==> config.mk <==
export PLATFORM = sky130hd
export DESIGN_NAME = fetch_stage_ctrl_flat
export DESIGN_NICKNAME = d
export VERILOG_FILES = /design/src/rtl/fetch_if.sv /design/src/rtl/fetch_stage_ctrl.sv /design/src/flat_wrapper.sv
export SDC_FILE = /design/constraint.sdc
export NUM_CORES = 1
export LEC_CHECK = 0
export CORE_UTILIZATION = 30
export DETAILED_ROUTE_END_ITERATION = 10
export PLACE_DENSITY_LB_ADDON = 0.15
export SLEW_MARGIN = 25
export SYNTH_ARGS = -nofsm -noshare
export SYNTH_HDL_FRONTEND = slang
export SYNTH_SLANG_ARGS = --single-unit
export TNS_END_PERCENT = 30
==> constraint.sdc <==
create_clock -name clk -period 4.1 [get_ports clk]
set_input_delay 0.82 -clock clk [delete_from_list [all_inputs] [get_ports clk]]
set_output_delay 0.82 -clock clk [all_outputs]
set_load 0.01 [all_outputs]
==> src/rtl/fetch_if.sv <==
// Fetch-stage bus: hazard/redirect controls in, imem read port and IF/ID view out.
// master = hazard unit / pipeline side, slave = fetch_stage_ctrl.
interface fetch_if #(
  parameter int unsigned XLEN = 32
);
  localparam int unsigned ILEN = 32;

  logic            pc_write;
  logic            ifid_write;
  logic            bubble;
  logic            branch_taken;
  logic [XLEN-1:0] branch_target;
  logic [ILEN-1:0] imem_rdata;
  logic [XLEN-1:0] imem_addr;
  logic [ILEN-1:0] ifid_ins;
  logic [XLEN-1:0] ifid_pc;
  logic            ifid_valid;
  logic            idex_bubble;
  logic [1:0]      state_o;
  logic            proto_err;
  logic [31:0]     stall_cnt;

  modport master (
    output pc_write, ifid_write, bubble, branch_taken, branch_target, imem_rdata,
    input  imem_addr, ifid_ins, ifid_pc, ifid_valid, idex_bubble, state_o, proto_err,
           stall_cnt
  );

  modport slave (
    input  pc_write, ifid_write, bubble, branch_taken, branch_target, imem_rdata,
    output imem_addr, ifid_ins, ifid_pc, ifid_valid, idex_bubble, state_o, proto_err,
           stall_cnt
  );
endinterface

==> src/rtl/fetch_stage_ctrl.sv <==
// PC and IF/ID register owner for the 5-stage RV32I pipe: stall, bubble, branch flush.
// Optional stall-cycle counter enabled by defining STALL_PERF_CNT_EN.
module fetch_stage_ctrl #(
  parameter int unsigned     XLEN     = 32,
  parameter logic [XLEN-1:0] RESET_PC = '0,
  parameter int unsigned     PC_STEP  = 4,
  parameter logic [31:0]     NOP_INS  = 32'h0000_0013
) (
  input logic   clk,
  input logic   rst,
  fetch_if.slave bus
);

  localparam int unsigned ILEN  = 32;
  localparam int unsigned CNT_W = 32;

  typedef enum logic [1:0] {
    ST_BOOT  = 2'b00,
    ST_RUN   = 2'b01,
    ST_STALL = 2'b10,
    ST_FLUSH = 2'b11
  } state_e;

  state_e          state_q, state_d;
  logic [XLEN-1:0] pc_q, pc_d;
  logic [ILEN-1:0] ifid_ins_q, ifid_ins_d;
  logic [XLEN-1:0] ifid_pc_q, ifid_pc_d;
  logic            ifid_valid_q, ifid_valid_d;
  logic            idex_bubble_q, idex_bubble_d;
  logic            proto_err_q, proto_err_d;

  logic            advance_c;
  logic            mismatch_c;
  logic            in_flush_c;

  assign advance_c  = bus.pc_write & bus.ifid_write;
  assign mismatch_c = bus.pc_write ^ bus.ifid_write;
  assign in_flush_c = (state_q == ST_FLUSH);

  // Priority outside BOOT: branch redirect, then stall/mismatch hold, then sequential fetch.
  always_comb begin
    state_d       = state_q;
    pc_d          = pc_q;
    ifid_ins_d    = ifid_ins_q;
    ifid_pc_d     = ifid_pc_q;
    ifid_valid_d  = ifid_valid_q;
    idex_bubble_d = idex_bubble_q;
    proto_err_d   = proto_err_q;

    case (state_q)
      ST_BOOT: begin
        state_d       = ST_RUN;
        idex_bubble_d = 1'b1;
      end
      default: begin
        if (bus.branch_taken) begin
          state_d       = ST_FLUSH;
          pc_d          = bus.branch_target;
          ifid_ins_d    = NOP_INS;
          ifid_pc_d     = '0;
          ifid_valid_d  = 1'b0;
          idex_bubble_d = 1'b1;
        end else if (advance_c) begin
          state_d       = ST_RUN;
          pc_d          = pc_q + XLEN'(PC_STEP);
          ifid_ins_d    = bus.imem_rdata;
          ifid_pc_d     = pc_q;
          ifid_valid_d  = 1'b1;
          idex_bubble_d = in_flush_c | bus.bubble;
        end else begin
          // Mismatched write enables hold both registers like a regular stall.
          state_d       = ST_STALL;
          idex_bubble_d = in_flush_c | bus.bubble;
          if (mismatch_c && !in_flush_c) begin
            proto_err_d = 1'b1;
          end
        end
      end
    endcase
  end

  always_ff @(posedge clk) begin
    if (rst) begin
      state_q       <= ST_BOOT;
      pc_q          <= RESET_PC;
      ifid_ins_q    <= NOP_INS;
      ifid_pc_q     <= '0;
      ifid_valid_q  <= 1'b0;
      idex_bubble_q <= 1'b1;
      proto_err_q   <= 1'b0;
    end else begin
      state_q       <= state_d;
      pc_q          <= pc_d;
      ifid_ins_q    <= ifid_ins_d;
      ifid_pc_q     <= ifid_pc_d;
      ifid_valid_q  <= ifid_valid_d;
      idex_bubble_q <= idex_bubble_d;
      proto_err_q   <= proto_err_d;
    end
  end

`ifdef STALL_PERF_CNT_EN
  logic [CNT_W-1:0] stall_cnt_q, stall_cnt_d;

  // Counts cycles ending in STALL, saturating at all-ones.
  always_comb begin
    stall_cnt_d = stall_cnt_q;
    if ((state_d == ST_STALL) && (stall_cnt_q != {CNT_W{1'b1}})) begin
      stall_cnt_d = stall_cnt_q + CNT_W'(1);
    end
  end

  always_ff @(posedge clk) begin
    if (rst) begin
      stall_cnt_q <= '0;
    end else begin
      stall_cnt_q <= stall_cnt_d;
    end
  end

  assign bus.stall_cnt = stall_cnt_q;
`else
  assign bus.stall_cnt = CNT_W'(0);
`endif

  assign bus.imem_addr   = pc_q;
  assign bus.ifid_ins    = ifid_ins_q;
  assign bus.ifid_pc     = ifid_pc_q;
  assign bus.ifid_valid  = ifid_valid_q;
  assign bus.idex_bubble = idex_bubble_q;
  assign bus.state_o     = state_q;
  assign bus.proto_err   = proto_err_q;

  // BOOT never lasts more than one cycle.
  boot_one_cycle_a: assert property (
    @(posedge clk) disable iff (rst) (state_q == ST_BOOT) |=> (state_q == ST_RUN)
  );

endmodule

==> src/flat_wrapper.sv <==
// flat-port wrapper written by rule: the top's interface ports become plain ports
module fetch_stage_ctrl_flat 
#(
  parameter int unsigned     XLEN     = 32,
  parameter logic [XLEN-1:0] RESET_PC = '0,
  parameter int unsigned     PC_STEP  = 4,
  parameter logic [31:0]     NOP_INS  = 32'h0000_0013
)
  (clk, rst, bus_pc_write, bus_ifid_write, bus_bubble, bus_branch_taken, bus_branch_target, bus_imem_rdata, bus_imem_addr, bus_ifid_ins, bus_ifid_pc, bus_ifid_valid, bus_idex_bubble, bus_state_o, bus_proto_err, bus_stall_cnt);
  fetch_if #(.XLEN(XLEN)) bus_i ();
  input logic clk;
  input logic rst;
  input wire logic [$bits(bus_i.pc_write)-1:0] bus_pc_write;
  input wire logic [$bits(bus_i.ifid_write)-1:0] bus_ifid_write;
  input wire logic [$bits(bus_i.bubble)-1:0] bus_bubble;
  input wire logic [$bits(bus_i.branch_taken)-1:0] bus_branch_taken;
  input wire logic [$bits(bus_i.branch_target)-1:0] bus_branch_target;
  input wire logic [$bits(bus_i.imem_rdata)-1:0] bus_imem_rdata;
  output wire logic [$bits(bus_i.imem_addr)-1:0] bus_imem_addr;
  output wire logic [$bits(bus_i.ifid_ins)-1:0] bus_ifid_ins;
  output wire logic [$bits(bus_i.ifid_pc)-1:0] bus_ifid_pc;
  output wire logic [$bits(bus_i.ifid_valid)-1:0] bus_ifid_valid;
  output wire logic [$bits(bus_i.idex_bubble)-1:0] bus_idex_bubble;
  output wire logic [$bits(bus_i.state_o)-1:0] bus_state_o;
  output wire logic [$bits(bus_i.proto_err)-1:0] bus_proto_err;
  output wire logic [$bits(bus_i.stall_cnt)-1:0] bus_stall_cnt;
  assign bus_i.pc_write = bus_pc_write;
  assign bus_i.ifid_write = bus_ifid_write;
  assign bus_i.bubble = bus_bubble;
  assign bus_i.branch_taken = bus_branch_taken;
  assign bus_i.branch_target = bus_branch_target;
  assign bus_i.imem_rdata = bus_imem_rdata;
  assign bus_imem_addr = bus_i.imem_addr;
  assign bus_ifid_ins = bus_i.ifid_ins;
  assign bus_ifid_pc = bus_i.ifid_pc;
  assign bus_ifid_valid = bus_i.ifid_valid;
  assign bus_idex_bubble = bus_i.idex_bubble;
  assign bus_state_o = bus_i.state_o;
  assign bus_proto_err = bus_i.proto_err;
  assign bus_stall_cnt = bus_i.stall_cnt;
  fetch_stage_ctrl #(.XLEN(XLEN), .RESET_PC(RESET_PC), .PC_STEP(PC_STEP), .NOP_INS(NOP_INS)) u_core (.clk(clk), .rst(rst), .bus(bus_i));
endmodule
==> impl_metrics.prom, run 1 <==
# TYPE chip_impl_metric gauge
chip_impl_metric{name="route.detailed.drc",unit=""} 0
chip_impl_metric{name="placeableCoreArea",unit="um2"} 15300
chip_impl_metric{name="max_slew_margin_vs_limit",unit=""} 0.446
chip_impl_metric{name="dp_cells",unit=""} 878
chip_impl_metric{name="drt_iter0_drc",unit=""} 308
chip_impl_metric{name="holdWs",unit="ps"} 463
chip_impl_metric{name="die-width",unit="um"} 127
chip_impl_metric{name="dpl.hpwl",unit="um"} 10300
chip_impl_metric{name="start_util",unit=""} 0.308
chip_impl_metric{name="route.final.wire_length",unit="um"} 15400
chip_impl_info{name="cts_root_buf",value="sky130_fd_sc_hd__clkbuf_16"} 1
chip_impl_metric{name="fp.dieArea",unit="um2"} 16200
chip_impl_metric{name="post-cts-setup-buffers",unit=""} 0
chip_impl_metric{name="reg2reg_slack",unit="ps"} 1860
chip_impl_metric{name="first_global_vias",unit=""} 4545
chip_impl_metric{name="wl_per_cell",unit="um"} 17.2
chip_impl_info{name="grt_setup_unrepaired",value="false"} 1
chip_impl_metric{name="cts_htree_levels",unit=""} 3
chip_impl_metric{name="cell_area_after_technology_mapping",unit="um2"} 4690
chip_impl_metric{name="postCtsHoldBufs",unit=""} 0
chip_impl_metric{name="avgSynthCellArea",unit="um2"} 8.63
chip_impl_metric{name="tns",unit="ps"} 0
chip_impl_metric{name="synth.top_cell.area_share",unit=""} 0.431
chip_impl_info{name="dominantRegCellSynth",value="sky130_fd_sc_hd__dfxtp_1"} 1
chip_impl_metric{name="place.gp.congestion",unit=""} 0.861
chip_impl_metric{name="port_buffers",unit=""} 170
chip_impl_metric{name="layout_worst_path_cycle_share",unit=""} 0.664
chip_impl_metric{name="power_after_layout",unit="mW"} 2.32
chip_impl_metric{name="post_cts.resized_instances",unit=""} 0
chip_impl_info{name="worst_hold_path_type",value="flop to flop"} 1
chip_impl_info{name="criticalPathCategory",value="input pin to flop"} 1
chip_impl_info{name="crit_slowest_cell",value="sky130_fd_sc_hd__or4_1"} 1
chip_impl_metric{name="postSynthCellCount",unit=""} 544
chip_impl_metric{name="final_std_cells_w_o_fill",unit=""} 894
chip_impl_metric{name="grt_residual_overflow",unit=""} 0
chip_impl_metric{name="viasPerCell",unit=""} 5.24
chip_impl_metric{name="ys_async_sr_fraction",unit=""} 0
chip_impl_metric{name="layout.nets",unit=""} 750
chip_impl_info{name="crit_path_end_kind",value="flop"} 1
chip_impl_metric{name="vdd.ir_drop.worst",unit="mV"} 0.171
chip_impl_metric{name="synth_to_layout_area_growth",unit="%"} 42.5
chip_impl_metric{name="inserted_clock_buffers",unit=""} 9
chip_impl_metric{name="cp_max_fo",unit=""} 20
chip_impl_metric{name="cpPeakStageDelay",unit="ps"} 570
chip_impl_info{name="synth.area.top_cells",value="sky130_fd_sc_hd__dfxtp_1 (43%), sky130_fd_sc_hd__a22oi_1 (13%), sky130_fd_sc_hd__nor2_1 (5.8%), sky130_fd_sc_hd__buf_4 (5.3%), sky130_fd_sc_hd__clkbuf_1 (2.4%)"} 1
chip_impl_metric{name="drive_gt1_frac",unit=""} 0.0439
chip_impl_metric{name="timing.final.hold_violations",unit=""} 0
chip_impl_metric{name="std_cell_rows",unit=""} 45
chip_impl_metric{name="drt_pass1_iterations",unit=""} 4
chip_impl_metric{name="synth_warnings",unit=""} 0
chip_impl_metric{name="antenna-diode-count",unit=""} 0
chip_impl_metric{name="worst-slew-pin-transition",unit="ps"} 831
chip_impl_metric{name="worst_skew_pair.late_latency",unit="ps"} 350
chip_impl_metric{name="ys_types",unit=""} 53
chip_impl_metric{name="count_of_flip_flops_with_a_built_in_enable_after_synthesis",unit=""} 0
chip_impl_metric{name="critical_path_buf_inv_count",unit=""} 1
chip_impl_metric{name="period_needed",unit="ps"} 2720
chip_impl_info{name="crit_path_start_kind",value="input pin"} 1
chip_impl_metric{name="grt_pass1_wl",unit="um"} 24600
chip_impl_info{name="tritoncts",value="built"} 1
chip_impl_metric{name="power-per-cell-area",unit="nW/um2"} 346
chip_impl_metric{name="clock_sinks",unit=""} 101
chip_impl_metric{name="design.portCount",unit=""} 203
chip_impl_metric{name="clk_path_buf_depth",unit=""} 2
chip_impl_metric{name="critical_path_required",unit="ps"} 4380
chip_impl_metric{name="max-cap-violations",unit=""} 0
chip_impl_info{name="run_status",value="complete, no violations"} 1
chip_impl_metric{name="cellLeakagePower",unit="nW"} 2.20
chip_impl_metric{name="synth_sequential_area_ratio",unit=""} 0.431
chip_impl_metric{name="route.antenna.remaining_nets",unit=""} 0
chip_impl_metric{name="yosys_register_bits",unit=""} 101
chip_impl_metric{name="pin_count_of_the_biggest_net_entering_global_routing",unit=""} 113
chip_impl_metric{name="fmaxAchievable",unit="GHz"} 0.367
chip_impl_info{name="critical_path.cell_chain",value="clkdlybuf4s50_1 -> ha_1 -> nand2b_4 -> or2_1 -> or4_1 -> a31oi_1"} 1
chip_impl_metric{name="die_h",unit="um"} 127
chip_impl_metric{name="setup_viol",unit=""} 0
chip_impl_metric{name="skew",unit="ps"} 5.67
chip_impl_metric{name="worst_ep_arrival_time",unit="ps"} 3000
chip_impl_metric{name="antenna_found_initial",unit=""} 0
chip_impl_metric{name="grt_usage",unit=""} 0.192
chip_impl_info{name="yosys.area.top_type",value="sky130_fd_sc_hd__dfxtp_1"} 1
chip_impl_metric{name="report.final.slew_viol_count",unit=""} 0
chip_impl_info{name="cpLargestDelayFamily",value="simple AND/OR/NAND/NOR gates"} 1
chip_impl_metric{name="clock_pin_slew_worst_setup_and_hold_paths",unit="ps"} 70
chip_impl_metric{name="vias",unit=""} 4683
## kinds of logic after synthesis
logic type / synth area share
XOR/XNOR: 0.0112
AO/OA/AOI/OAI: 0.233
other: 0.000799
AND/OR/NAND/NOR: 0.213
flip-flops: 0.431
adder cells (fa/ha/maj): 0.00533
buffers and inverters: 0.106
## sequential cells by signal (all words and copies together), names as in the netlist
register	flops
u_core.bus.idex_bubble	1
u_core.bus.state_o	2
u_core.bus.proto_err	1
u_core.bus.imem_addr	32
u_core.bus.ifid_pc	32
u_core.bus.ifid_ins	32
u_core.bus.ifid_valid	1
## tightest hold or removal path, cell delays in order, from the launching register on
cell and delay [ps]:
sky130_fd_sc_hd__dfxtp_1 320, sky130_fd_sc_hd__nand2_1 50, sky130_fd_sc_hd__a21oi_1 50
## stage by stage
step           setup slack [ps]   util  instance area (um2)
2_1_floorplan              1860      -                 4810
6_report                   1380  0.438                 6690
3_5_place_dp               1020  0.418                 6370
4_1_cts                    1380  0.438                 6690
5_1_grt                    1250  0.438                 6690
3_3_place_gp               1060  0.418                 6370
## Yosys cell counts, drive strengths merged (2+ instances only)
cell type / number
nand4b: 4
nor2: 74
a211o: 3
o311ai: 8
nand4: 18
nand3b: 6
o41ai: 2
inv: 6
a211oi: 3
o22ai: 7
or2: 4
xnor2: 6
or3: 4
buf: 51
nand2: 28
or4: 4
nand2b: 5
o221ai: 7
nor2b: 2
a22oi: 83
o21ai: 4
a31oi: 6
o31ai: 2
o211ai: 6
and4: 4
a21oi: 10
nor3: 17
nand3: 13
nor4: 8
clkbuf: 32
dfxtp: 101
and3: 4
ha: 2
## layer usage
metal | global-route usage | wire length [um]
met1 | 0.250 | 6920
met2 | 0.299 | 6890
met3 | 0.0607 | 1370
met4 | 0.0686 | 205
met5 | 0 | 0
## layout by cell type, fill, tap and decap left out, types with 3 or more instances in the layout
| master | instances |
|---|---|
| sky130_fd_sc_hd__a211o_1 | 3 |
| sky130_fd_sc_hd__a211oi_1 | 3 |
| sky130_fd_sc_hd__a21oi_1 | 10 |
| sky130_fd_sc_hd__a22oi_1 | 83 |
| sky130_fd_sc_hd__a31oi_1 | 6 |
| sky130_fd_sc_hd__and3_1 | 4 |
| sky130_fd_sc_hd__and4_1 | 4 |
| sky130_fd_sc_hd__buf_4 | 4 |
| sky130_fd_sc_hd__clkbuf_16 | 9 |
| sky130_fd_sc_hd__clkdlybuf4s50_1 | 169 |
| sky130_fd_sc_hd__clkinv_2 | 3 |
| sky130_fd_sc_hd__conb_1 | 32 |
| sky130_fd_sc_hd__dfxtp_1 | 101 |
| sky130_fd_sc_hd__inv_1 | 6 |
| sky130_fd_sc_hd__nand2_1 | 28 |
| sky130_fd_sc_hd__nand2b_1 | 4 |
| sky130_fd_sc_hd__nand3_1 | 12 |
| sky130_fd_sc_hd__nand3b_1 | 6 |
| sky130_fd_sc_hd__nand4_1 | 17 |
| sky130_fd_sc_hd__nand4b_1 | 4 |
| sky130_fd_sc_hd__nor2_1 | 72 |
| sky130_fd_sc_hd__nor3_1 | 16 |
| sky130_fd_sc_hd__nor4_1 | 8 |
| sky130_fd_sc_hd__o211ai_1 | 6 |
| sky130_fd_sc_hd__o21ai_0 | 4 |
| sky130_fd_sc_hd__o221ai_1 | 7 |
| sky130_fd_sc_hd__o22ai_1 | 6 |
| sky130_fd_sc_hd__o311ai_0 | 8 |
| sky130_fd_sc_hd__or2_1 | 3 |
| sky130_fd_sc_hd__or3_1 | 4 |
| sky130_fd_sc_hd__or4_1 | 4 |
| sky130_fd_sc_hd__xnor2_1 | 6 |
## layout make-up
type	instances	area (um2)
timing repair buffer	175	1750
clock buffer	9	225
inverter	6	22.5
fill	1517	8570
clock inverter	7	90.1
multi-input combinational	385	2310
tap	211	264
sequential	101	2020
## path summary, 6_finish.rpt
kind	startpoint	end	depth (start not counted)
max	bus_pc_write	u_core.bus.imem_addr[12]	6
min reg2reg	u_core.bus.ifid_valid	u_core.bus.ifid_valid	2
max reg2reg	u_core.bus.imem_addr[2]	u_core.bus.imem_addr[26]	5
min	u_core.bus.ifid_valid	u_core.bus.ifid_valid	2
## report_power, final
part | switching (mW) | total [mW] | internal [mW]
logic | 0.164 | 0.325 | 0.161
registers | 0.0551 | 1.07 | 1.01
clock network | 0.393 | 0.925 | 0.532
total | 0.612 | 2.32 | 1.71
Power figures use the tool's default switching activity.
==> inputs of run 2 (changes only) <==
- clock period: 4.1 -> 2.53 ns (I/O delays scaled with it)
==> run 2 against run 1 <==
  * Power grew 61%
  * Core utilization grew 1.2 points
  * Highest routed layer unchanged
  * Clock skew shrank 1.7 ps
  * Register-to-register slack worse by 1400 ps
==> impl_metrics.prom, run 2 (synthesis results as in run 1) <==
# TYPE chip_impl_metric gauge
chip_impl_info{name="grt_setup_unrepaired",value="false"} 1
chip_impl_metric{name="cts_htree_levels",unit=""} 3
chip_impl_metric{name="place.gp.congestion",unit=""} 0.812
chip_impl_info{name="run_status",value="complete, no violations"} 1
chip_impl_info{name="cts_root_buf",value="sky130_fd_sc_hd__clkbuf_16"} 1
chip_impl_info{name="criticalPathCategory",value="flop to output pin"} 1
chip_impl_metric{name="detailedPlace.worstSlack",unit="ps"} 167
chip_impl_metric{name="inserted_clock_buffers",unit=""} 9
chip_impl_metric{name="design.portCount",unit=""} 203
chip_impl_metric{name="drive_gt1_frac",unit=""} 0.0710
chip_impl_metric{name="worst_slack",unit="ps"} 482
chip_impl_metric{name="period_needed",unit="ps"} 2050
chip_impl_metric{name="vias",unit=""} 4771
chip_impl_metric{name="die_h",unit="um"} 127
chip_impl_info{name="crit-reg2reg-launch",value="u_core.bus.imem_addr[2]"} 1
chip_impl_metric{name="pin_count_of_the_biggest_net_entering_global_routing",unit=""} 62
chip_impl_metric{name="antenna-diode-count",unit=""} 0
chip_impl_metric{name="worst_skew_pair.late_latency",unit="ps"} 350
chip_impl_metric{name="clock_sinks",unit=""} 101
chip_impl_metric{name="critical_path_required",unit="ps"} 2020
chip_impl_metric{name="drt_pass1_iterations",unit=""} 5
chip_impl_metric{name="power-per-cell-area",unit="nW/um2"} 542
chip_impl_metric{name="tns",unit="ps"} 0
chip_impl_metric{name="skew",unit="ps"} 3.96
chip_impl_metric{name="route.detailed.drc",unit=""} 0
chip_impl_metric{name="die-width",unit="um"} 127
chip_impl_metric{name="post_cts.resized_instances",unit=""} 0
chip_impl_info{name="layout_commonest_cell",value="sky130_fd_sc_hd__clkdlybuf4s50_1"} 1
chip_impl_info{name="worst_hold_path_type",value="flop to flop"} 1
chip_impl_metric{name="worst-slew-pin-transition",unit="ps"} 798
chip_impl_info{name="crit_slowest_cell",value="sky130_fd_sc_hd__clkdlybuf4s50_1"} 1
chip_impl_metric{name="std_cell_rows",unit=""} 45
chip_impl_metric{name="fmaxAchievable",unit="GHz"} 0.488
chip_impl_metric{name="max-cap-violations",unit=""} 0
chip_impl_metric{name="dpl.hpwl",unit="um"} 11000
chip_impl_metric{name="start_util",unit=""} 0.308
chip_impl_metric{name="met3_usage",unit=""} 0.0603
chip_impl_metric{name="share_comb_of_total_power",unit=""} 0.156
chip_impl_info{name="grt.busiest_layer",value="met2"} 1
chip_impl_metric{name="cell_internal_pwr",unit="mW"} 2.77
chip_impl_metric{name="cpPeakStageDelay",unit="ps"} 670
chip_impl_metric{name="route.final.wire_length",unit="um"} 15800
chip_impl_metric{name="layout.nets",unit=""} 773
chip_impl_metric{name="grt_pass1_wl",unit="um"} 24800
chip_impl_info{name="critical_path.cell_chain",value="clkdlybuf4s50_1"} 1
chip_impl_info{name="worstSetupStartpoint",value="u_core.bus.imem_addr[14]"} 1
chip_impl_metric{name="vdd.ir_drop.worst",unit="mV"} 0.282
chip_impl_metric{name="share_seq_of_total_power",unit=""} 0.460
chip_impl_metric{name="grt_usage",unit=""} 0.196
chip_impl_metric{name="p_clk_frac",unit=""} 0.383
chip_impl_metric{name="setup_viol",unit=""} 0
chip_impl_metric{name="cp_max_fo",unit=""} 10
chip_impl_metric{name="max_slew_margin_vs_limit",unit=""} 0.462
chip_impl_metric{name="postCtsHoldBufs",unit=""} 0
chip_impl_metric{name="port_buffers",unit=""} 170
chip_impl_metric{name="first_global_vias",unit=""} 4597
chip_impl_metric{name="grt_use_met2",unit=""} 0.315
chip_impl_metric{name="layout_worst_path_cycle_share",unit=""} 0.810
chip_impl_metric{name="drt_iter0_drc",unit=""} 328
chip_impl_metric{name="clk_path_buf_depth",unit=""} 2
chip_impl_metric{name="holdWs",unit="ps"} 479
chip_impl_metric{name="viasPerCell",unit=""} 5.21
chip_impl_metric{name="wl_per_cell",unit="um"} 17.3
chip_impl_info{name="crit_path_end_kind",value="output pin"} 1
chip_impl_metric{name="netSwitchingPower",unit="uW"} 952
chip_impl_metric{name="report.final.slew_viol_count",unit=""} 0
chip_impl_info{name="layout_common_cells",value="sky130_fd_sc_hd__clkdlybuf4s50_1 (169), sky130_fd_sc_hd__dfxtp_1 (101), sky130_fd_sc_hd__a22oi_1 (83)"} 1
chip_impl_metric{name="grt_residual_overflow",unit=""} 0
chip_impl_metric{name="placeableCoreArea",unit="um2"} 15300
chip_impl_metric{name="antenna_found_initial",unit=""} 0
chip_impl_metric{name="timing.final.hold_violations",unit=""} 0
chip_impl_metric{name="synth_to_layout_area_growth",unit="%"} 46.3
chip_impl_metric{name="cellLeakagePower",unit="nW"} 2.32
chip_impl_metric{name="power.switching_fraction",unit=""} 0.256
chip_impl_metric{name="worst_ep_arrival_time",unit="ps"} 1540
chip_impl_info{name="tritoncts",value="built"} 1
chip_impl_metric{name="clock_pin_slew_worst_setup_and_hold_paths",unit="ps"} 60
chip_impl_metric{name="route.antenna.remaining_nets",unit=""} 0
chip_impl_info{name="crit_path_start_kind",value="flop"} 1
chip_impl_metric{name="use_met1",unit=""} 0.245
chip_impl_metric{name="post-cts-setup-buffers",unit=""} 0
chip_impl_info{name="cpLargestDelayFamily",value="buffers and inverters"} 1
chip_impl_metric{name="critical_path_buf_inv_count",unit=""} 1
chip_impl_info{name="min_from",value="u_core.bus.imem_addr[1]"} 1
chip_impl_metric{name="fp.dieArea",unit="um2"} 16200
run 2: changes by cell type in the layout (fill, tap and decap cells not counted), sizes merged:
cell,before,now
bufinv,2,1
clkinv,3,0
clkinvlp,2,0
buf,6,29
clkbuf,9,13
run 2: worst reg2reg max path: cells and delay by family, from the launching register on:
kind                       cells  cell delay (ps)
DFF                            1              350
AOI/OAI and AO/OA              1              100
and+or+nand+nor                3             1210
adders and majority gates      1              300
run 2: power groups by stage:
stage,logic (mW),clock network (mW),registers (mW)
after floorplan,0.290,0,1.75
after global placement,0.576,0,1.75
after detailed placement,0.583,0,1.75
after CTS,0.585,1.47,1.71
after global routing,0.630,1.55,1.72
final,0.582,1.43,1.71
run 2: layout make-up:
cell class / count / area [um2]
Inverter: 6 / 22.5
Fill cell: 1506 / 8390
Clock inverter: 1 / 30.0
Sequential cell: 101 / 2020
Timing Repair Buffer: 198 / 1950
Multi-Input combinational cell: 385 / 2310
Clock buffer: 13 / 270
Tap cell: 211 / 264
run 2: final timing paths:
kind              slack (ps)  cells past startpoint                       end
setup / recovery         480                      1         bus_imem_addr[14]
setup reg to reg         490                      5  u_core.bus.imem_addr[26]
hold reg to reg          480                      2   u_core.bus.imem_addr[1]
hold / removal           480                      2   u_core.bus.imem_addr[1]
run 2: metal layers:
layer	routed length, um	share of wire
met1	6860	0.43
met2	7310	0.46
met3	1390	0.088
met4	233	0.015
met5	0	0
run 2: through the flow:
| step | util | std cells | instance area, um2 | power, mW |
|---|---|---|---|---|
| after floorplan | - | 575 | 4810 | 2.04 |
| after global placement | 0.431 | 901 | 6570 | 2.32 |
| after detailed placement | 0.431 | 901 | 6570 | 2.33 |
| after CTS | 0.450 | 915 | 6870 | 3.77 |
| after global routing | 0.450 | 915 | 6870 | 3.90 |
| final | 0.450 | 915 | 6870 | 3.72 |
